--- config.mk ---
export PLATFORM = sky130hd
export DESIGN_NAME = wb_stage
export DESIGN_NICKNAME = d
export VERILOG_FILES = /design/src/rtl/wb_stage.sv
export SDC_FILE = /design/constraint.sdc
export NUM_CORES = 1
export LEC_CHECK = 0
export BUFFER_PORTS_ARGS = -buffer_cell sky130_fd_sc_hd__buf_2
export CORE_MARGIN = 5
export CORE_UTILIZATION = 25
export CTS_CLUSTER_SIZE = 28
export DETAILED_ROUTE_END_ITERATION = 10
export HOLD_SLACK_MARGIN = 0.12
export PLACE_DENSITY = 0.47
export SLEW_MARGIN = 20
export SYNTH_ARGS = -nofsm -noshare
export SYNTH_HDL_FRONTEND = slang
export SYNTH_SLANG_ARGS = --single-unit
export TNS_END_PERCENT = 100
--- constraint.sdc ---
create_clock -name clk -period 1.94 [get_ports clk]
set_input_delay 0.291 -clock clk [delete_from_list [all_inputs] [get_ports clk]]
set_output_delay 0.291 -clock clk [all_outputs]
set_load 0.01 [all_outputs]
--- src/rtl/wb_stage.sv ---
// rtl/wb_stage.sv - MEM/WB pipeline register, register-file write-back decode and retired-instruction counter
module wb_stage (
  input  logic        clk,
  input  logic        reset,
  input  logic [31:0] pc4_m,
  input  logic [31:0] ir_m,
  input  logic [31:0] aluout_m,
  input  logic [31:0] dmout,
  output logic [31:0] pc4_w,
  output logic [31:0] ir_w,
  output logic        regwrite_w,
  output logic [4:0]  a3_w,
  output logic [31:0] wd_w,
  output logic [31:0] retired_cnt
);

  logic [31:0] aluout_w;
  logic [31:0] dm_w;

  always_ff @(posedge clk) begin
    if (reset) begin
      pc4_w       <= 32'd0;
      ir_w        <= 32'd0;
      aluout_w    <= 32'd0;
      dm_w        <= 32'd0;
      retired_cnt <= 32'd0;
    end else begin
      pc4_w    <= pc4_m;
      ir_w     <= ir_m;
      aluout_w <= aluout_m;
      dm_w     <= dmout;
      if (ir_w != 32'd0) retired_cnt <= retired_cnt + 32'd1;
    end
  end

  logic [5:0]  opcode;
  logic [5:0]  funct;
  logic [7:0]  load_byte;
  logic [15:0] load_half;
  logic        writes;
  logic [4:0]  dest;
  logic [31:0] wdata;

  assign opcode = ir_w[31:26];
  assign funct  = ir_w[5:0];

  always_comb begin
    load_byte = dm_w[7:0];
    case (aluout_w[1:0])
      2'd0: load_byte = dm_w[7:0];
      2'd1: load_byte = dm_w[15:8];
      2'd2: load_byte = dm_w[23:16];
      2'd3: load_byte = dm_w[31:24];
      default: load_byte = dm_w[7:0];
    endcase
  end

  // Halfword select ignores aluout_w[0]: misaligned halfword loads are not trapped.
  assign load_half = aluout_w[1] ? dm_w[31:16] : dm_w[15:0];

  always_comb begin
    writes = 1'b0;
    dest   = 5'd0;
    wdata  = 32'd0;
    case (opcode)
      6'b000000: begin
        if (funct == 6'b100001 || funct == 6'b100011) begin
          writes = 1'b1;
          dest   = ir_w[15:11];
          wdata  = aluout_w;
        end
      end
      6'b001101, 6'b001111: begin
        writes = 1'b1;
        dest   = ir_w[20:16];
        wdata  = aluout_w;
      end
      6'b100011: begin
        writes = 1'b1;
        dest   = ir_w[20:16];
        wdata  = dm_w;
      end
      6'b100000: begin
        writes = 1'b1;
        dest   = ir_w[20:16];
        wdata  = {{24{load_byte[7]}}, load_byte};
      end
      6'b100100: begin
        writes = 1'b1;
        dest   = ir_w[20:16];
        wdata  = {24'd0, load_byte};
      end
      6'b100001: begin
        writes = 1'b1;
        dest   = ir_w[20:16];
        wdata  = {{16{load_half[15]}}, load_half};
      end
      6'b100101: begin
        writes = 1'b1;
        dest   = ir_w[20:16];
        wdata  = {16'd0, load_half};
      end
      6'b000011: begin
        writes = 1'b1;
        dest   = 5'd31;
        wdata  = pc4_w + 32'd4;
      end
      default: begin
        writes = 1'b0;
      end
    endcase
  end

  // $0 is hardwired: suppress the write and the address, but keep the data path value.
  assign regwrite_w = writes && (dest != 5'd0);
  assign a3_w       = regwrite_w ? dest : 5'd0;
  assign wd_w       = wdata;

endmodule

==> out/metrics.yaml, run 1 <==
cts:
  clock_latency_ns: 0.43
  clockBufferDepth: 2
  clkSinkCount: 160
  cts_buffers: 17
  cts_tree: "built"
  h-tree-depth: 4
  path_clk_slew_ns: 0.07
  cts-root-buf: "clkbuf_16"
sta:
  slew_headroom_pct: 56.5
  fmax_mhz: 400
  fin_crit_sh_pct: 129
  finalSetupTns_ns: -16.49
  rsz0062_at_grt: "yes"
  hold_viol: 0
  tightest_slew_ns: 0.653
  slew_violations: 0
  setup_viol: 38
  clock-skew-final_ns: 0.0149
  min_period_ns: 2.50
  setup_ws_ns: -0.559
worst_setup_path:
  required_ns: 1.65
  crit_path_start_kind: "flop"
  worstSetupPathType: "reg2out"
  worstSetupEndpointType: "output pin"
  cp_max_fo: 7
  cpPeakStageDelay_ns: 0.51
  cp.arrival_ns: 2.21
  cp_top_family: "multiplexers"
  path_buf_inv: 1
  worstSetupStartpoint: "aluout_w[1]"
  rr_worst_depth: 5
  reg2reg_from: "retired_cnt[6]"
  r2r_slack_ns: 0.04
  crit_slowest_cell: "mux4_2"
  r2r_end: "retired_cnt[24]"
  path_cells: "mux4_2, and4b_4, a21oi_2, o21ai_2, a221o_1, buf_2"
routing:
  ant_nets: 0
  dr.pass1.iters: 4
  vias: 7268
  drt_iter0_markers: 311
  vias_per_cell: 4.64
  wire_per_inst_um: 18.1
  drc_errors: 0
  drt_wl_total_mm: 28.3
global_route:
  track_usage_pct: 18.0
  antenna_found_initial: 1
  grt_max_degree: 58
  grt_pass1_wl_mm: 43.0
  grt-ovfl-total: 0
  grt_pass1_vias: 7550
pwr:
  power_mw: 8.03
  ir_drop_mv: 0.468
  pwr_density_cell_mw_per_mm2: 651
  leakage_nw: 5.27
floorplanning:
  start_util_pct: 25.2
  rows: 60
  dieHeight_um: 174
  coreArea_sq_mm: 0.0267
  io_pins: 264
  dieArea_sq_mm: 0.0303
  die_w_um: 174
synthesis:
  ys_seq_area_share_pct: 47.5
  synth_cells: 707
  synth_seq_cells: 160
  ys_warn_count: 0
  ys_types: 52
  syn-num-nets: 839
  syn_avg_cell_area_sq_um: 9.53
  synth_edf_count: 0
  synth_top_flop_cell: "dfxtp_1"
  async_flop_share_pct: 0
  synthesis.area_sq_mm: 0.00674
final_layout:
  final_cell_mix: "buf_2 (259), nor2b_1 (138), dfxtp_1 (132)"
  fin_nets: 1345
  nFillCells: 2544
  final_common_cell: "buf_2"
  areaGrowthSynthToFinish_pct: 82.8
  drive_gt1_share_pct: 48.4
placed_design:
  io_buffers: 263
  gp_congestion: 0.826
  place_hpwl_mm: 20.5
run:
  maxCapViolations: 0
hold_path:
  holdCritPathClass: "in2reg"
  holdPathStages: 2
  hold_start: "pc4_m[18]"
  hold-path-endpoint: "pc4_w[18]"
outcome:
  outcome: "finished with violations"
  violations: "setup timing"
kinds of logic (layout without fill, tap and decap cells):
kind of cell | count (synthesis) | count (layout) | share of synthesized area, %
AO/OA/AOI/OAI | 129 | 129 | 13.3
XOR/XNOR | 30 | 30 | 3.90
adder cells (fa/ha/maj) | 2 | 2 | 0.371
buffers and inverters | 51 | 569 | 2.95
flip-flops | 160 | 160 | 47.5
multiplexers | 13 | 13 | 3.47
other | 0 | 1 | 0
AND/OR/NAND/NOR | 322 | 322 | 28.5
power breakdown:
group	switching (mW)	leakage [nW]	total [mW]	internal [mW]
sequential	0.130	1.34	3.56	3.43
clock	1.48	0.275	3.34	1.86
combinational	0.482	3.65	1.12	0.637
cells in the mapped netlist, types with 8 or more instances:
| master | count | area [sq um] |
|---|---|---|
| dfxtp_1 | 160 | 3200 |
| nand3_1 | 27 | 135 |
| and3_1 | 9 | 56.3 |
| or4_1 | 15 | 113 |
| mux4_2 | 8 | 180 |
| xnor2_1 | 9 | 78.8 |
| clkbuf_1 | 35 | 131 |
| or3_1 | 14 | 87.6 |
| xor2_1 | 21 | 184 |
| nand4_1 | 20 | 125 |
| o31ai_1 | 13 | 97.6 |
| a221oi_1 | 29 | 254 |
| nor2b_1 | 139 | 870 |
| a21oi_1 | 26 | 130 |
| nand2_1 | 40 | 150 |
| nor2_1 | 13 | 48.8 |
| nor4_1 | 10 | 62.6 |
| nor3_1 | 10 | 50.1 |
| o21ai_0 | 30 | 150 |
state kept, by name, indices dropped and copies added, names as in the netlist:
name / flops
aluout_w: 32
retired_cnt: 32
pc4_w: 32
ir_w: 32
dm_w: 32
area by class of cell:
| type | instances | area (sq um) | share of cell area (%) |
|---|---|---|---|
| Inverter | 7 | 26.3 | 0.213 |
| Sequential cell | 160 | 3250 | 26.4 |
| Antenna cell | 1 | 2.50 | 0.0203 |
| Timing Repair Buffer | 531 | 3960 | 32.1 |
| Clock buffer | 19 | 453 | 3.68 |
| Multi-Input combinational cell | 496 | 4080 | 33.1 |
| Tap cell | 341 | 427 | 3.46 |
| Clock inverter | 12 | 125 | 1.02 |
repair_timing:
| item | in CTS | in global routing |
|---|---|---|
| hold buffers | 119 | 1 |
| pin swaps | 29 | 49 |
| resized for setup | 95 | 77 |
| gates cloned | 2 | 4 |
| endpoints found under the hold margin | 119 | 1 |
| setup buffers | 12 | 6 |
| setup endpoints to repair | 64 | 66 |
routing by layer:
metal	GRT usage [%]	wire (um)	up-vias	part of all wire, %
met5	0	0	-	0
met1	22.8	12300	3451	43
met2	30.5	14000	190	50
li1	-	-	3577	-
met3	3.37	1090	50	3.8
met4	6.57	932	0	3.3
worst max-delay path by stage:
| stage | endpoint | slack [ns] | cells after the start |
|---|---|---|---|
| final | wd_w[8] | -0.56 | 6 |
| after global routing | wd_w[8] | -0.64 | 6 |
| after CTS | wd_w[10] | -0.59 | 8 |
| after detailed placement | wd_w[10] | -0.29 | 6 |
| after global placement | wd_w[10] | -0.23 | 7 |
| after floorplan | wd_w[24] | 0.0007 | 7 |
worst register-to-register path, delay by kind of cell, from the launching register on:
family	cells	cell delay (ns)
compound gates	1	0.12
flops	1	0.36
simple gates	4	1.37
per-stage QoR:
stage          utilization [%]  instances  hold WS (ns)  setup slack (ns)  area [sq um]
3_3_place_gp              35.5       1396         0.478            -0.233          9490
3_5_place_dp              35.5       1396         0.487            -0.287          9490
2_1_floorplan                -        707         0.419          0.000690          6890
4_1_cts                   44.1       1556         0.120            -0.585         11800
6_report                  46.1       1567         0.121            -0.559         12300
5_1_grt                   46.1       1567         0.122            -0.641         12300
No activity file was read; power rests on OpenSTA's default activity.
==> run 2: changes to the inputs <==
Settings changed: CAP_MARGIN set to 20, CORE_MARGIN 5 to unset.
==> run 2 against run 1 <==
Against the previous run:
- the flow finishes with violations (DRC, setup timing)
- critical path type unchanged
- final cell count decreased by 0.96%
- flip-flop and latch count stayed put
- total power grew 2.9%
- combinational power shrank 4%
- largest cell class unchanged
- highest routed layer unchanged
- largest power group is now the clock network
- global-route usage rose by 1.2 points
- hold slack better by 0.0076 ns
- register-to-register slack got worse by 0.06 ns
- sequential power barely moved
==> out/metrics.yaml, run 2 (synthesized netlist as in run 1, its figures left out) <==
global_route:
  grt_max_degree: 56  # was 58
  antenna_found_initial: 1  # unchanged
  grt-ovfl-total: 0  # unchanged
  grt_pass1_wl_mm: 41.0  # was 43.0 mm
  grt_pass1_vias: 7193  # was 7550
  track_usage_pct: 19.2  # was 18.0%
sta:
  rsz0062_at_grt: "yes"  # unchanged
  slew_violations: 0  # unchanged
  hold_viol: 0  # unchanged
  slew_headroom_pct: 65.0  # was 56.5%
  clock-skew-final_ns: 0.0154  # was 0.0149 ns
  min_period_ns: 2.48  # was 2.50 ns
  finalSetupTns_ns: -16.57  # was -16.49 ns
  fin_crit_sh_pct: 128  # was 129%
  tightest_slew_ns: 0.526  # was 0.653 ns
  setup_viol: 41  # was 38
  setup_ws_ns: -0.540  # was -0.559 ns
  fmax_mhz: 403  # was 400 MHz
hold_path:
  holdPathStages: 2  # unchanged
  holdCritPathClass: "in2reg"  # unchanged
  hold-path-endpoint: "ir_w[26]"  # was pc4_w[18]
  hold_start: "ir_m[26]"  # was pc4_m[18]
routing:
  dr.pass1.iters: 7  # was 4
  wire_per_inst_um: 17.7  # was 18.1 um
  vias_per_cell: 4.68  # was 4.64
  drt_wl_total_mm: 27.5  # was 28.3 mm
  drc_errors: 13  # was 0
  ant_nets: 0  # unchanged
  drt_iter0_markers: 365  # was 311
  vias: 7268  # unchanged
placed_design:
  dpl-instance-area_sq_mm: 0.00940  # was 0.00949 sq mm
  place_hpwl_mm: 19.5  # was 20.5 mm
  gp_congestion: 0.805  # was 0.826
  pre_cts_ws_ns: -0.238  # was -0.287 ns
  io_buffers: 263  # unchanged
final_layout:
  drive_gt1_share_pct: 47.6  # was 48.4%
  fin_area_sq_mm: 0.0123  # about the same
  final_cell_mix: "buf_2 (261), nor2b_1 (138), dfxtp_1 (130)"  # was buf_2 (259), nor2b_1 (138), dfxtp_1 (132)
  areaGrowthSynthToFinish_pct: 81.8  # was 82.8%
  utilization_pct: 46.6  # was 46.1%
  fin_nets: 1335  # was 1345
  final_common_cell: "buf_2"  # unchanged
outcome:
  outcome: "finished with violations"  # unchanged
  violations: "DRC, setup timing"  # was setup timing
worst_setup_path:
  worstSetupPathType: "reg2out"  # unchanged
  r2r_end: "retired_cnt[31]"  # was retired_cnt[24]
  rr_worst_depth: 9  # was 5
  r2r_slack_ns: -0.02  # was 0.04 ns
  cp_top_family: "multiplexers"  # unchanged
  cp_max_fo: 6  # was 7
  crit_path_start_kind: "flop"  # unchanged
  path_cells: "mux4_2, and4b_4, a21oi_2, o21ai_1, a221o_1, buf_2"  # was mux4_2, and4b_4, a21oi_2, o21ai_2, a221o_1, buf_2
  crit_slowest_cell: "mux4_2"  # unchanged
  worstSetupEndpointType: "output pin"  # unchanged
  required_ns: 1.65  # about the same
  reg2reg_from: "ir_w[27]"  # was retired_cnt[6]
  cp.arrival_ns: 2.19  # was 2.21 ns
  cpPeakStageDelay_ns: 0.52  # was 0.51 ns
  path_buf_inv: 1  # unchanged
floorplanning:
  start_util_pct: 25.6  # was 25.2%
  dieHeight_um: 166  # was 174 um
  coreArea_sq_mm: 0.0263  # was 0.0267 sq mm
  die_w_um: 166  # was 174 um
  dieArea_sq_mm: 0.0276  # was 0.0303 sq mm
  io_pins: 264  # unchanged
  rows: 59  # was 60
cts:
  cts_buffers: 17  # unchanged
  cts-root-buf: "clkbuf_16"  # unchanged
  path_clk_slew_ns: 0.07  # about the same
  h-tree-depth: 4  # unchanged
  clkSinkCount: 160  # unchanged
  clockBufferDepth: 2  # unchanged
  clock_latency_ns: 0.43  # about the same
  cts_tree: "built"  # unchanged
pwr:
  power_mw: 8.26  # was 8.03 mW
  leakage_nw: 5.25  # was 5.27 nW
  ir_drop_mv: 0.453  # was 0.468 mV
  p_sw_share_pct: 25.8  # was 26.1%
  power_frac_seq_pct: 43.1  # was 44.4%
  p_int_mw: 6.13  # was 5.93 mW
  p_switching_mw: 2.13  # was 2.09 mW
  p_comb_share_pct: 13.0  # was 13.9%
  pwr_density_cell_mw_per_mm2: 674  # was 651 mW/mm^2
  clkPwrFrac_pct: 43.9  # was 41.7%
run:
  maxCapViolations: 0  # unchanged
run 2: cell count changes in the layout (fill, tap and decap cells not counted), moves of 4 or more:
cell | before | now
nor4_2 | 8 | 4
a21oi_1 | 22 | 18
o21ai_0 | 12 | 5
o21ai_1 | 4 | 12
buf_6 | 27 | 17
a21oi_2 | 3 | 8
dfxtp_4 | 5 | 9
buf_4 | 108 | 102
nor4_1 | 1 | 5
clkbuf_16 | 20 | 24
a221oi_1 | 2 | 8
o31ai_1 | 13 | 8
run 2: final cells by class:
cell class | instances | area, sq um
inverters | 7 | 28.8
diodes | 1 | 2.50
well taps | 335 | 419
repair buffers | 521 | 3910
clock inverters | 14 | 200
clock buffers | 18 | 429
fillers | 2513 | 14000
multi-input cells | 496 | 4000
flip-flops and latches | 160 | 3260
run 2: worst max-delay path by stage:
stage	from	end	depth (start not counted)
4_1_cts	aluout_w[1]	wd_w[8]	6
5_1_grt	ir_w[4]	wd_w[16]	9
3_5_place_dp	aluout_w[1]	wd_w[14]	6
6_report	aluout_w[1]	wd_w[8]	6
2_1_floorplan	ir_w[31]	wd_w[24]	7
3_3_place_gp	aluout_w[1]	wd_w[9]	5
run 2: per-layer routing:
metal / track usage, % / vias to the layer above / part of all wire, %
li1: - / 3560 / -
met1: 24.2 / 3476 / 44
met2: 32.4 / 189 / 49
met3: 3.74 / 43 / 3.9
met4: 7.07 / 0 / 2.6
met5: 0 / - / 0
run 2: repair_timing:
item,in CTS,in global routing
hold buffers,117,2
hold endpoints to repair,117,2
gates cloned,1,8
pin swaps,19,78
resized for setup,68,98
setup endpoints to repair,63,65
setup buffers,8,13
run 2: power by group through the flow:
stage          Clock, mW  Sequential [mW]  Combinational, mW
3_5_place_dp           0             3.62              0.804
4_1_cts             3.70             3.55               1.03
2_1_floorplan          0             3.64              0.315
5_1_grt             3.86             3.58               1.16
6_report            3.62             3.56               1.08
3_3_place_gp           0             3.62              0.804
run 2: stage by stage:
stage	hold WS (ns)	instances
2_1_floorplan	0.419	707
4_1_cts	0.120	1532
6_report	0.128	1552
3_5_place_dp	0.489	1378
3_3_place_gp	0.483	1378
5_1_grt	0.122	1552
==> run 3: changes to the inputs <==
Settings changed: RECOVER_POWER set to 100.
==> run 3 against run 2 <==
Against the previous run:
- the flow still finishes with violations (DRC, setup timing)
- maximum frequency up 0.17%
- sequential share of layout area is 0.26 points higher
- total power shrank 0.43%
- clock skew about the same
- final cell count unchanged
- sequential power barely moved
- flip-flop and latch count is the same
- via count shrank 0.28%
- wire length about the same
- cell area decreased by 1.5%
- critical path type unchanged
- largest cell class unchanged
==> out/metrics.yaml, run 3 (synthesized netlist as in run 1, its figures left out) <==
global_route:
  track_usage_pct: 19.2  # unchanged
  grt_pass1_wl_mm: 41.0  # unchanged
  gr-usage-met2_pct: 32.4  # unchanged
  use_met3_pct: 3.74  # unchanged
  grt_pass1_vias: 7193  # unchanged
  grt-ovfl-total: 0  # unchanged
  antenna_found_initial: 1  # unchanged
  grt_use_met1_pct: 24.2  # unchanged
  grt_max_degree: 56  # unchanged
  grt.busiest_layer: "met2"  # unchanged
final_layout:
  final_common_cell: "buf_2"  # unchanged
  drive_gt1_share_pct: 40.5  # was 47.6%
  nFillCells: 2552  # was 2513
  areaGrowthSynthToFinish_pct: 79.2  # was 81.8%
  fin_nets: 1335  # unchanged
  fin_area_sq_mm: 0.0121  # was 0.0123 sq mm
  final_cell_mix: "buf_2 (199), dfxtp_1 (141), nor2b_1 (138)"  # was buf_2 (261), nor2b_1 (138), dfxtp_1 (130)
cts:
  h-tree-depth: 4  # unchanged
  clock_latency_ns: 0.43  # about the same
  cts-root-buf: "clkbuf_16"  # unchanged
  cts_buffers: 17  # unchanged
  clkSinkCount: 160  # unchanged
  path_clk_slew_ns: 0.07  # about the same
  clockBufferDepth: 2  # unchanged
  cts_tree: "built"  # unchanged
worst_setup_path:
  cp.arrival_ns: 2.18  # was 2.19 ns
  worstSetupEndpointType: "output pin"  # unchanged
  worstSetupPathType: "reg2out"  # unchanged
  reg2reg_from: "retired_cnt[6]"  # was ir_w[27]
  required_ns: 1.65  # about the same
  r2r_slack_ns: -0.07  # was -0.02 ns
  crit_path_start_kind: "flop"  # unchanged
  worstSetupStartpoint: "aluout_w[1]"  # unchanged
  cp_max_fo: 6  # unchanged
placed_design:
  gp_congestion: 0.805  # unchanged
  dpl-instance-area_sq_mm: 0.00940  # unchanged
  place_hpwl_mm: 19.5  # unchanged
  io_buffers: 263  # unchanged
sta:
  clock-skew-final_ns: 0.0154  # about the same
  setup_ws_ns: -0.536  # was -0.540 ns
  setup_viol: 53  # was 41
  fmax_mhz: 404  # was 403 MHz
  slew_headroom_pct: 38.2  # was 65.0%
  tightest_slew_ns: 0.927  # was 0.526 ns
  fin_crit_sh_pct: 128  # about the same
  hold_viol: 0  # unchanged
  rsz0062_at_grt: "yes"  # unchanged
  slew_violations: 0  # unchanged
  min_period_ns: 2.48  # about the same
floorplanning:
  dieHeight_um: 166  # unchanged
  coreArea_sq_mm: 0.0263  # unchanged
  die_w_um: 166  # unchanged
  start_util_pct: 25.6  # unchanged
  rows: 59  # unchanged
  dieArea_sq_mm: 0.0276  # unchanged
  io_pins: 264  # unchanged
pwr:
  pwr_density_cell_mw_per_mm2: 681  # was 674 mW/mm^2
  power_mw: 8.22  # was 8.26 mW
  ir_drop_mv: 0.453  # about the same
  leakage_nw: 4.94  # was 5.25 nW
routing:
  vias_per_cell: 4.67  # was 4.68
  drt_wl_total_mm: 27.5  # about the same
  wire_per_inst_um: 17.7  # about the same
  ant_nets: 0  # unchanged
  vias: 7248  # was 7268
  drt_iter0_markers: 333  # was 365
  dr.pass1.iters: 8  # was 7
  drc_errors: 13  # unchanged
hold_path:
  hold_start: "ir_m[26]"  # unchanged
  holdCritPathClass: "in2reg"  # unchanged
run:
  maxCapViolations: 0  # unchanged
outcome:
  outcome: "finished with violations"  # unchanged
  violations: "DRC, setup timing"  # unchanged
## run 3: stage by stage
stage               std cells  hold WS (ns)  TNS, ns  setup slack [ns]  util, %
finish                   1552         0.128   -16.75            -0.536     46.0
global route             1552         0.122   -23.74            -0.632     46.0
CTS                      1532         0.120   -17.82            -0.598     44.1
detailed placement       1378         0.489    -5.59            -0.238     35.8
global placement         1378         0.483    -4.46            -0.232     35.8
floorplan                 707         0.419        0          0.000690        -
## run 3: routing by layer
| layer | routed length, um | up-vias | part of all wire [%] |
|---|---|---|---|
| li1 | - | 3557 | - |
| met1 | 12100 | 3472 | 44 |
| met2 | 13600 | 175 | 50 |
| met3 | 1070 | 44 | 3.9 |
| met4 | 721 | 0 | 2.6 |
| met5 | 0 | - | 0 |
## run 3: final cells by class
cell class | count | area, sq um | share of cell area, %
timing repair buffer | 521 | 3750 | 31.0
antenna | 1 | 2.50 | 0.0207
tap | 335 | 419 | 3.47
sequential | 160 | 3250 | 26.9
clock buffer | 18 | 429 | 3.55
multi-input combinational | 496 | 4000 | 33.1
clock inverter | 14 | 200 | 1.66
inverter | 7 | 28.8 | 0.238
## run 3: report_power, final
group	internal [mW]	switching [mW]	total, mW
logic	0.585	0.458	1.04
registers	3.43	0.132	3.56
clock network	2.09	1.53	3.62
## run 3: critical path, cell delays in order, from the launching register on
cell and delay (ns):
dfxtp_2 0.36, mux4_2 0.52, and4b_4 0.24, a21oi_2 0.10, o21ai_1 0.08, a221o_1 0.31
buf_2 0.16
## run 3: worst paths after layout
check	endpoint	cells after the start
min	ir_w[26]	2
max	wd_w[8]	6
max reg2reg	retired_cnt[24]	5
min reg2reg	retired_cnt[23]	2
## run 3: repair_timing
action                                 CTS  global route
buffers inserted                         8            13
pin swaps                               19            78
gates resized for setup                 68            98
endpoints found under the hold margin  117             2
setup endpoints to repair               63            65
cloned                                   1             8
hold buffers                           117             2
